**src/rtl/addr_decode_pkg.sv**
```systemverilog
// addr_decode_pkg: shared types and constants for the sequential address
// range decoder.
//   state_t       bus-cycle FSM states
//   win_cfg_t     one window table entry (32-bit base/mask, 8-bit ws, enable)
//   rst_win()     power-on contents of window k (windows 3+ are disabled, zero)
//   cs_idx_w()    width of a chip-select index (at least 1 bit)
package addr_decode_pkg;

   typedef enum logic [2:0] {
      ST_IDLE,
      ST_DECODE,
      ST_WAIT,
      ST_DONE,
      ST_ERR
   } state_t;

   typedef struct packed {
      logic [31:0] base;
      logic [31:0] mask;
      logic [7:0]  ws;
      logic        en;
   } win_cfg_t;

   // ROM, SRAM, DRAM windows. Callers truncate/extend to their own widths.
   function automatic win_cfg_t rst_win(input int idx);
      win_cfg_t w;
      w = '0;
      case (idx)
         0: w = '{base: 32'hFFF0_0000, mask: 32'hFFF8_0000, ws: 8'd2, en: 1'b1};
         1: w = '{base: 32'h0000_0000, mask: 32'hFFF8_0000, ws: 8'd0, en: 1'b1};
         2: w = '{base: 32'hC000_0000, mask: 32'hFFF8_0000, ws: 8'd4, en: 1'b1};
         default: w = '0;
      endcase
      return w;
   endfunction

   function automatic int cs_idx_w(input int n);
      return (n > 1) ? $clog2(n) : 1;
   endfunction

endpackage

```
**src/rtl/addr_window_match.sv**
```systemverilog
// addr_window_match: combinational window compare + priority encoder.
//   addr                      address to decode
//   win_base/mask/ws/en       window table, one entry per chip select
//   hit                       at least one enabled window matches
//   hit_idx                   lowest matching window index (0 when no hit)
//   hit_ws                    wait-state count of that window (0 when no hit)
module addr_window_match
   import addr_decode_pkg::*;
#(
   parameter int ADDR_W = 32,
   parameter int NUM_CS = 4,
   parameter int WS_W   = 4
) (
   input  logic [ADDR_W-1:0]              addr,
   input  logic [NUM_CS-1:0][ADDR_W-1:0]  win_base,
   input  logic [NUM_CS-1:0][ADDR_W-1:0]  win_mask,
   input  logic [NUM_CS-1:0][WS_W-1:0]    win_ws,
   input  logic [NUM_CS-1:0]              win_en,
   output logic                           hit,
   output logic [cs_idx_w(NUM_CS)-1:0]    hit_idx,
   output logic [WS_W-1:0]                hit_ws
);

   localparam int IDX_W = cs_idx_w(NUM_CS);

   logic [NUM_CS-1:0] match;

   for (genvar k = 0; k < NUM_CS; k++) begin : g_cmp
      assign match[k] = win_en[k] &&
                        ((addr & win_mask[k]) == (win_base[k] & win_mask[k]));
   end

   // Scan from the top down so the lowest matching index is written last.
   always_comb begin
      hit     = |match;
      hit_idx = '0;
      hit_ws  = '0;
      for (int k = NUM_CS - 1; k >= 0; k--) begin
         if (match[k]) begin
            hit_idx = IDX_W'(k);
            hit_ws  = win_ws[k];
         end
      end
   end

endmodule

```
**src/rtl/addr_range_decoder_seq.sv**
```systemverilog
// addr_range_decoder_seq: programmable chip-select decoder with a req/ack
// bus-cycle FSM and per-window wait states.
//   clk, reset (async, active low)
//   bus_req/bus_addr     CPU request, address latched in IDLE
//   bus_ack/bus_err      one-cycle completion / unmapped pulses
//   cs_out               registered one-hot chip selects
//   busy                 FSM not in IDLE
//   cfg_we/idx/base/mask/ws/en   window table write port
module addr_range_decoder_seq
   import addr_decode_pkg::*;
#(
   parameter int ADDR_W = 32,
   parameter int NUM_CS = 4,
   parameter int WS_W   = 4
) (
   input  logic                          clk,
   input  logic                          reset,
   input  logic                          bus_req,
   input  logic [ADDR_W-1:0]             bus_addr,
   output logic                          bus_ack,
   output logic                          bus_err,
   output logic [NUM_CS-1:0]             cs_out,
   output logic                          busy,
   input  logic                          cfg_we,
   input  logic [cs_idx_w(NUM_CS)-1:0]   cfg_idx,
   input  logic [ADDR_W-1:0]             cfg_base,
   input  logic [ADDR_W-1:0]             cfg_mask,
   input  logic [WS_W-1:0]               cfg_ws,
   input  logic                          cfg_en
);

   localparam int IDX_W = cs_idx_w(NUM_CS);

   // ---------------- window table ----------------
   logic [NUM_CS-1:0][ADDR_W-1:0] win_base, win_mask;
   logic [NUM_CS-1:0][WS_W-1:0]   win_ws;
   logic [NUM_CS-1:0]             win_en;

   for (genvar k = 0; k < NUM_CS; k++) begin : g_win
      localparam win_cfg_t RST = rst_win(k);
      logic [ADDR_W-1:0] base_q, mask_q;
      logic [WS_W-1:0]   ws_q;
      logic              en_q;

      always_ff @(posedge clk or negedge reset) begin
         if (!reset) begin
            base_q <= ADDR_W'(RST.base);
            mask_q <= ADDR_W'(RST.mask);
            ws_q   <= WS_W'(RST.ws);
            en_q   <= RST.en;
         end else if (cfg_we && cfg_idx == IDX_W'(k)) begin
            base_q <= cfg_base;
            mask_q <= cfg_mask;
            ws_q   <= cfg_ws;
            en_q   <= cfg_en;
         end
      end

      assign win_base[k] = base_q;
      assign win_mask[k] = mask_q;
      assign win_ws[k]   = ws_q;
      assign win_en[k]   = en_q;
   end

   // ---------------- decode ----------------
   logic [ADDR_W-1:0] addr_q;
   logic              hit;
   logic [IDX_W-1:0]  hit_idx;
   logic [WS_W-1:0]   hit_ws;

   addr_window_match #(
      .ADDR_W (ADDR_W),
      .NUM_CS (NUM_CS),
      .WS_W   (WS_W)
   ) u_match (
      .addr     (addr_q),
      .win_base (win_base),
      .win_mask (win_mask),
      .win_ws   (win_ws),
      .win_en   (win_en),
      .hit      (hit),
      .hit_idx  (hit_idx),
      .hit_ws   (hit_ws)
   );

   // ---------------- bus-cycle FSM ----------------
   state_t            state, state_nxt;
   logic [NUM_CS-1:0] cs_nxt;
   logic [WS_W-1:0]   cnt, cnt_nxt;

   always_ff @(posedge clk or negedge reset) begin
      if (!reset) begin
         state  <= ST_IDLE;
         cs_out <= '0;
         cnt    <= '0;
         addr_q <= '0;
      end else begin
         state  <= state_nxt;
         cs_out <= cs_nxt;
         cnt    <= cnt_nxt;
         if (state == ST_IDLE && bus_req)
            addr_q <= bus_addr;
      end
   end

   always_comb begin
      state_nxt = state;
      cs_nxt    = cs_out;
      cnt_nxt   = cnt;
      bus_ack   = 1'b0;
      bus_err   = 1'b0;
      busy      = 1'b1;
      case (state)
         ST_IDLE: begin
            busy   = 1'b0;
            cs_nxt = '0;
            if (bus_req)
               state_nxt = ST_DECODE;
         end
         ST_DECODE: begin
            // Abort wins over the decode result.
            if (!bus_req) begin
               state_nxt = ST_IDLE;
               cs_nxt    = '0;
            end else if (hit) begin
               state_nxt = ST_WAIT;
               cs_nxt    = NUM_CS'(1) << hit_idx;
               cnt_nxt   = hit_ws;
            end else begin
               state_nxt = ST_ERR;
               cs_nxt    = '0;
            end
         end
         ST_WAIT: begin
            if (!bus_req) begin
               state_nxt = ST_IDLE;
               cs_nxt    = '0;
            end else if (cnt == '0) begin
               state_nxt = ST_DONE;
            end else begin
               cnt_nxt = cnt - 1'b1;
            end
         end
         ST_DONE: begin
            bus_ack   = 1'b1;
            state_nxt = ST_IDLE;
            cs_nxt    = '0;
         end
         ST_ERR: begin
            bus_err   = 1'b1;
            state_nxt = ST_IDLE;
            cs_nxt    = '0;
         end
         default: begin
            state_nxt = ST_IDLE;
            cs_nxt    = '0;
         end
      endcase
   end

endmodule

```
**config.mk**
```make
export PLATFORM = sky130hd
export DESIGN_NAME = addr_range_decoder_seq
export DESIGN_NICKNAME = d
export VERILOG_FILES = /design/src/rtl/addr_decode_pkg.sv /design/src/rtl/addr_window_match.sv /design/src/rtl/addr_range_decoder_seq.sv
export SDC_FILE = /design/constraint.sdc
export NUM_CORES = 1
export LEC_CHECK = 0
export CORE_MARGIN = 2
export CORE_UTILIZATION = 55
export DETAILED_ROUTE_END_ITERATION = 12
export PLACE_DENSITY = 0.73
export SETUP_SLACK_MARGIN = 0.1
export SYNTH_ARGS = -nofsm -noshare
export SYNTH_HDL_FRONTEND = slang
export SYNTH_SLANG_ARGS = --single-unit
```
**constraint.sdc**
```tcl
create_clock -name clk -period 4.7 [get_ports clk]
set_clock_uncertainty 0.2 [all_clocks]
set_input_delay 0.705 -clock clk [delete_from_list [all_inputs] [get_ports clk]]
set_output_delay 0.705 -clock clk [all_outputs]
set_load 0.005 [all_outputs]
```
==> metrics.txt, run 1 <==
top post-synthesis cells by count mux2_2 (308), dfrtp_1 (261), xor2_1 (128), dfstp_2 (58), a22oi_1 (51); WP buf/inv 0; Nets 1195; final instance area 16700 um2; Layout area overhead 18.2%; Layout Utilization 66.3%; vias in the first global route 8807; hold buffers post-CTS 0; ANT cells 0; register area share after synthesis 56.9%; Wirelength per Cell 23.8 um; max cap viols 0; leading area contributor after synthesis dfrtp_1; Synth Instances 992; first-pass GRT wire length 53.0 mm; Syn Area/Cell 14.3 um2; Buffers on Ports 113; worst reg2reg setup slack 1.45 ns; Syn Nets 1100; Pwr Density 486 nW/um2; Via density 5.83; Synth area leaders dfrtp_1 (46%), mux2_2 (24%), dfstp_2 (11%); total track usage 26.5%; Sw Share 27.6%; CTS sink cnt 319; R2R depth 8; Psw 2.24 mW; clk_lat worst skew 0.51 ns; Post-DP Area 15500 um2; synthesized flop and latch total 319; cell area after synthesis 14200 um2; largest net degree at the start of global routing 117; EDFF count, synth 0; IO Pins 114; DR iter-0 viols 641; # setup viols final 0; Core Area 25300 um2; Slew @ Worst Pin 1.08 ns; Clock transition at path regs 0.06 ns; fmax 0.308 GHz; leak pwr 7.05 nW; CTS HTree Levels 2; critical path's slowest cell nor3_1; global placement routability congestion 0.848; ys async rst share 100%; share of cells above drive strength 1 39.9%; crit share post-route 69.1%; Crit. End Element register; status finished, final reports clean; reg2reg end cnt[0]$_DFFE_PN0P_; Clk pwr share 34.4%; setup TNS 0 ns; max_slew headroom 27.9%; WP data arrival 3.44 ns; RR Startpoint addr_q[6]$_DFFE_PN0P_; register share of total power 46.1%; Die H 164 um; global route total overflow 0; # rows 58; DRC viols 0; critical path peak fanout 5; type of the most critical hold path in -> async; slowest stage delay, CP 0.51 ns; ANT nets after route 0; Inserted Clock Buffers 34; die width 164 um; Most used DFF post-synth dfrtp_1; clk buf depth 3; internal power 5.90 mW; Req. time, crit path 4.90 ns; Yosys top cell area share 46.1%; postcts setup bufs 0; critical path launch point type register; via total after detailed routing 8396; CTS Root Cell clkbuf_16; CTS resizes 0; top-count cell post-synth mux2_2; placed cells 1381; Starting Density 56.1%; Routed WL 34.3 mm; Fin. Hold Viols 0; post-placement setup slack 1.49 ns; CTS tree yes; fill count 1823; combinational power share 19.4%; total power 8.14 mW; Non-Filler Instances 1441; die area 27000 um2; synthesis warning total 0; hpwl dp 23.7 mm; Hold WS 0.0816 ns; synth unique cells 49; worst path cell trace xor2_1 -> a22oi_1 -> nand4_1 -> nor3_1 -> nand2_1 -> a41o_1 -> a21oi_4 -> mux2_4; RSZ-0062 raised after global routing no; max-slew violations 0; initial antenna violation count 1; cell family with most CP delay compound AO/OA/AOI/OAI gates; kind of critical path reg -> reg; TritonRoute pass-1 iters 5; worst setup margin 1.45 ns; fin crit period 3.25 ns; Max VDD drop 0.000346 V
-- kinds of logic (layout without fill, tap and decap cells) --
logic type	count (synthesis)	count (layout)	synth area share (%)
muxes	310	310	24.7
and+or+nand+nor	74	74	2.92
adders and majority gates	1	1	0.0884
buffers and inverters	69	188	2.38
AOI/OAI and AO/OA	91	91	5.09
xor gates and xnor gates	128	128	7.92
DFF	319	319	56.9
-- flip-flops by register name (all words and copies together), names as in the netlist --
signal / flops
cnt: 4
addr_q: 32
g_win.base_q: 128
g_win.ws_q: 16
g_win.mask_q: 128
cs_out: 4
g_win.en_q: 4
state: 3
-- worst max path at each step --
stage | slack [ns] | startpoint | endpoint | cells after the start
final | 1.45 | addr_q[6]$_DFFE_PN0P_ | cnt[0]$_DFFE_PN0P_ | 8
after global placement | 1.52 | addr_q[5]$_DFFE_PN0P_ | cnt[1]$_DFFE_PN0P_ | 8
after CTS | 1.46 | addr_q[28]$_DFFE_PN0P_ | cnt[0]$_DFFE_PN0P_ | 8
after detailed placement | 1.49 | addr_q[5]$_DFFE_PN0P_ | cnt[0]$_DFFE_PN0P_ | 8
after global routing | 1.28 | addr_q[28]$_DFFE_PN0P_ | cnt[0]$_DFFE_PN0P_ | 8
after floorplan | 2.13 | addr_q[3]$_DFFE_PN0P_ | cnt[0]$_DFFE_PN0P_ | 9
-- power by group through the flow --
stage                     Sequential [mW]  Combinational (mW)  Clock [mW]
after CTS                            3.75                1.59        2.85
after detailed placement             3.79                1.57           0
after floorplan                      3.58                1.14           0
after global placement               3.77                1.55           0
after global routing                 3.82                1.70        2.98
final                                3.76                1.58        2.80
-- layout by cell type, fill, tap and decap left out, types with 3 or more instances in the layout --
| master | count |
|---|---|
| nand3_1 | 5 |
| nand4_1 | 14 |
| a22o_1 | 4 |
| mux2_2 | 308 |
| a211oi_1 | 4 |
| a222oi_1 | 3 |
| dfstp_2 | 58 |
| o21ai_0 | 5 |
| clkbuf_8 | 10 |
| inv_1 | 3 |
| nor2_1 | 9 |
| a22oi_1 | 51 |
| clkbuf_1 | 8 |
| buf_4 | 8 |
| nor3_1 | 6 |
| a21oi_1 | 3 |
| and3_1 | 6 |
| bufinv_16 | 3 |
| dfrtp_1 | 261 |
| o2111a_1 | 3 |
| clkbuf_16 | 37 |
| nand2_1 | 14 |
| clkdlybuf4s50_1 | 112 |
| a221oi_1 | 5 |
| xor2_1 | 128 |
| buf_12 | 4 |
-- metal layers --
metal | routed length, um | track usage [%] | up-vias
met4 | 652 | 6.72 | 0
li1 | - | - | 3760
met3 | 1600 | 3.49 | 42
met1 | 16300 | 39.9 | 4387
met5 | 0 | 0 | -
met2 | 15800 | 41.2 | 207
-- area by class of cell --
class                   count  area [um2]  area share, %
flip-flops and latches    319        8060           48.1
well taps                 330         413           2.47
inverters                   3        11.3         0.0673
repair buffers            125        1280           7.63
multi-input cells         604        5790           34.6
clock buffers              55        1090           6.53
clock inverters             5         100          0.598
Power figures use the tool's default switching activity.
==> run 2, diff against run 1 <==
--- a/config.mk
+++ b/config.mk
@@ -6,9 +6,9 @@
 export NUM_CORES = 1
 export LEC_CHECK = 0
 export CORE_MARGIN = 2
-export CORE_UTILIZATION = 55
+export CORE_UTILIZATION = 53
 export DETAILED_ROUTE_END_ITERATION = 12
-export PLACE_DENSITY = 0.73
+export PLACE_DENSITY = 0.74
 export SETUP_SLACK_MARGIN = 0.1
 export SYNTH_ARGS = -nofsm -noshare
 export SYNTH_HDL_FRONTEND = slang
==> constraint.sdc (replaced) <==
create_clock -name clk -period 2.6 [get_ports clk]
set_clock_uncertainty 0.2 [all_clocks]
set_input_delay 0.39 -clock clk [delete_from_list [all_inputs] [get_ports clk]]
set_output_delay 0.39 -clock clk [all_outputs]
set_load 0.005 [all_outputs]
==> metrics.txt, run 2 (synthesis gave the netlist of run 1 again) <==
status finished, violations left; failing checks DRC, setup timing; Buffers on Ports 113; clk buf depth 3; Via density 5.75; max_slew headroom 68.7%; Top Registers g_win.base_q x128, g_win.mask_q x128, addr_q x32; Most Crowded Layer GR met2; total power 15.2 mW; WP data arrival 2.99 ns; commonest cells after routing, fill and taps aside mux2_2 (308), dfrtp_1 (255), xor2_1 (126), clkdlybuf4s50_1 (112), buf_4 (75); total track usage 26.5%; Slew @ Worst Pin 0.469 ns; Clock transition at path regs 0.06 ns; CTS Root Cell clkbuf_16; fill count 1818; most common cell after layout, fill and taps aside mux2_2; vias in the first global route 9341; IO Pins 114; CTS tree yes; DRC viols 8; CTS HTree Levels 2; worst path cell trace xor2_1 -> a22oi_1 -> nand4_1 -> nor3_2 -> buf_4 -> nand2_4 -> a41o_1 -> a21oi_4 -> mux2_4; Req. time, crit path 2.80 ns; # setup viols final 5; Starting Density 54.2%; global route total overflow 0; worst setup margin -0.195 ns; TritonRoute pass-1 iters 8; ANT nets after route 0; Post-DP Area 16200 um2; WP buf/inv 1; fin crit period 2.80 ns; crit share post-route 108%; Routed WL 36.4 mm; leak pwr 7.50 nW; Pwr Density 860 nW/um2; first-pass GRT wire length 56.1 mm; number of cells on the critical path 9; grt met3 use 5.34%; fmax 0.358 GHz; cell family with most CP delay compound AO/OA/AOI/OAI gates; DR iter-0 viols 558; Max VDD drop 0.000633 V; # rows 59; Core Area 26100 um2; via total after detailed routing 8803; hpwl dp 25.5 mm; Crit. End Element register; Nets 1277; max-slew violations 0; final instance area 17600 um2; RSZ-0062 raised after global routing yes; share of cells above drive strength 1 47.2%; largest net degree at the start of global routing 75; die width 167 um; clk_lat worst skew 0.52 ns; ANT cells 0; critical path launch point type register; global placement routability congestion 0.889; kind of critical path reg -> reg; die area 28000 um2; Layout area overhead 24.6%; max cap viols 0; R2R depth 9; initial antenna violation count 1; slowest stage delay, CP 0.49 ns; CTS sink cnt 319; critical path peak fanout 5; GR Layer Usage met2 42.1%; Die H 167 um; Wirelength per Cell 23.8 um; GR Layer Usage met1 36.8%; Fin. Hold Viols 0; critical path's slowest cell dfrtp_1; Inserted Clock Buffers 35; type of the most critical hold path in -> async
-- run 2: cell types whose count changed in the layout (fill, tap and decap cells not counted), moves of 4 or more --
cell,change
dfrtp_2,+6
a22oi_2,+12
a221oi_1,-4
a221oi_2,+4
clkinv_2,+6
buf_12,+9
buf_4,+67
buf_6,+4
dfrtp_1,-6
a22oi_1,-12
clkbuf_8,-5
-- run 2: path summary, 6_finish.rpt --
path | start | slack, ns | endpoint
hold reg to reg | g_win[2].ws_q[0]$_DFFE_PN0P_ | 0.31 | g_win[2].ws_q[0]$_DFFE_PN0P_
setup / recovery | addr_q[13]$_DFFE_PN0P_ | -0.20 | cnt[1]$_DFFE_PN0P_
min in group clk | bus_addr[13] | 0.29 | addr_q[13]$_DFFE_PN0P_
hold / removal | reset | 0.19 | addr_q[14]$_DFFE_PN0P_
setup reg to reg | addr_q[13]$_DFFE_PN0P_ | -0.20 | cnt[1]$_DFFE_PN0P_
max in group asynchronous | reset | 1.18 | g_win[0].mask_q[21]$_DFFE_PN1P_
-- run 2: area by class of cell --
class / instances / area [um2] / share of cell area (%)
clock buffers: 50 / 1020 / 5.81
clock inverters: 13 / 124 / 0.702
inverters: 3 / 11.3 / 0.0639
multi-input cells: 604 / 5980 / 33.9
flip-flops and latches: 319 / 8060 / 45.7
well taps: 335 / 419 / 2.38
repair buffers: 206 / 2010 / 11.4
-- run 2: report_power, final --
part	switching, mW	internal (mW)	total (mW)
Clock	1.98	2.95	4.93
Sequential	0.714	6.04	6.75
Combinational	1.65	1.83	3.48
Total	4.35	10.8	15.2
-- run 2: metrics by stage --
| stage | std cells | TNS (ns) | hold WS (ns) | utilization [%] | worst slack [ns] |
|---|---|---|---|---|---|
| after floorplan | 992 | 0 | -0.106 | - | 0.0519 |
| final | 1530 | -0.713 | 0.188 | 67.5 | -0.195 |
| after global routing | 1530 | -1.09 | 0.215 | 67.5 | -0.263 |
| after CTS | 1528 | -0.491 | 0.195 | 67.1 | -0.151 |
| after global placement | 1457 | -0.773 | 0.142 | 62.0 | -0.226 |
| after detailed placement | 1457 | -0.996 | 0.145 | 62.0 | -0.281 |
-- run 2: metal layers --
metal | part of all wire [%] | wire, um
met1 | 45 | 16300
met2 | 47 | 17000
met3 | 5.4 | 1970
met4 | 3.1 | 1140
met5 | 0 | 0
-- run 2: repair_timing --
| action | CTS | global route |
|---|---|---|
| setup endpoints to repair | 10 | 10 |
| hold endpoints to repair | 50 | 0 |
| buffers inserted | 8 | 4 |
| resized for setup | 30 | 21 |
| hold buffers | 1 | 0 |
| pin swaps | 11 | 16 |
-- run 2: worst reg2reg max path, cell delays in order (launching register included) --
cell and delay, ns:
dfrtp_1 0.49, xor2_1 0.22, a22oi_1 0.38, nand4_1 0.17, nor3_2 0.19, buf_4 0.17
nand2_4 0.07, a41o_1 0.27, a21oi_4 0.21, mux2_4 0.31
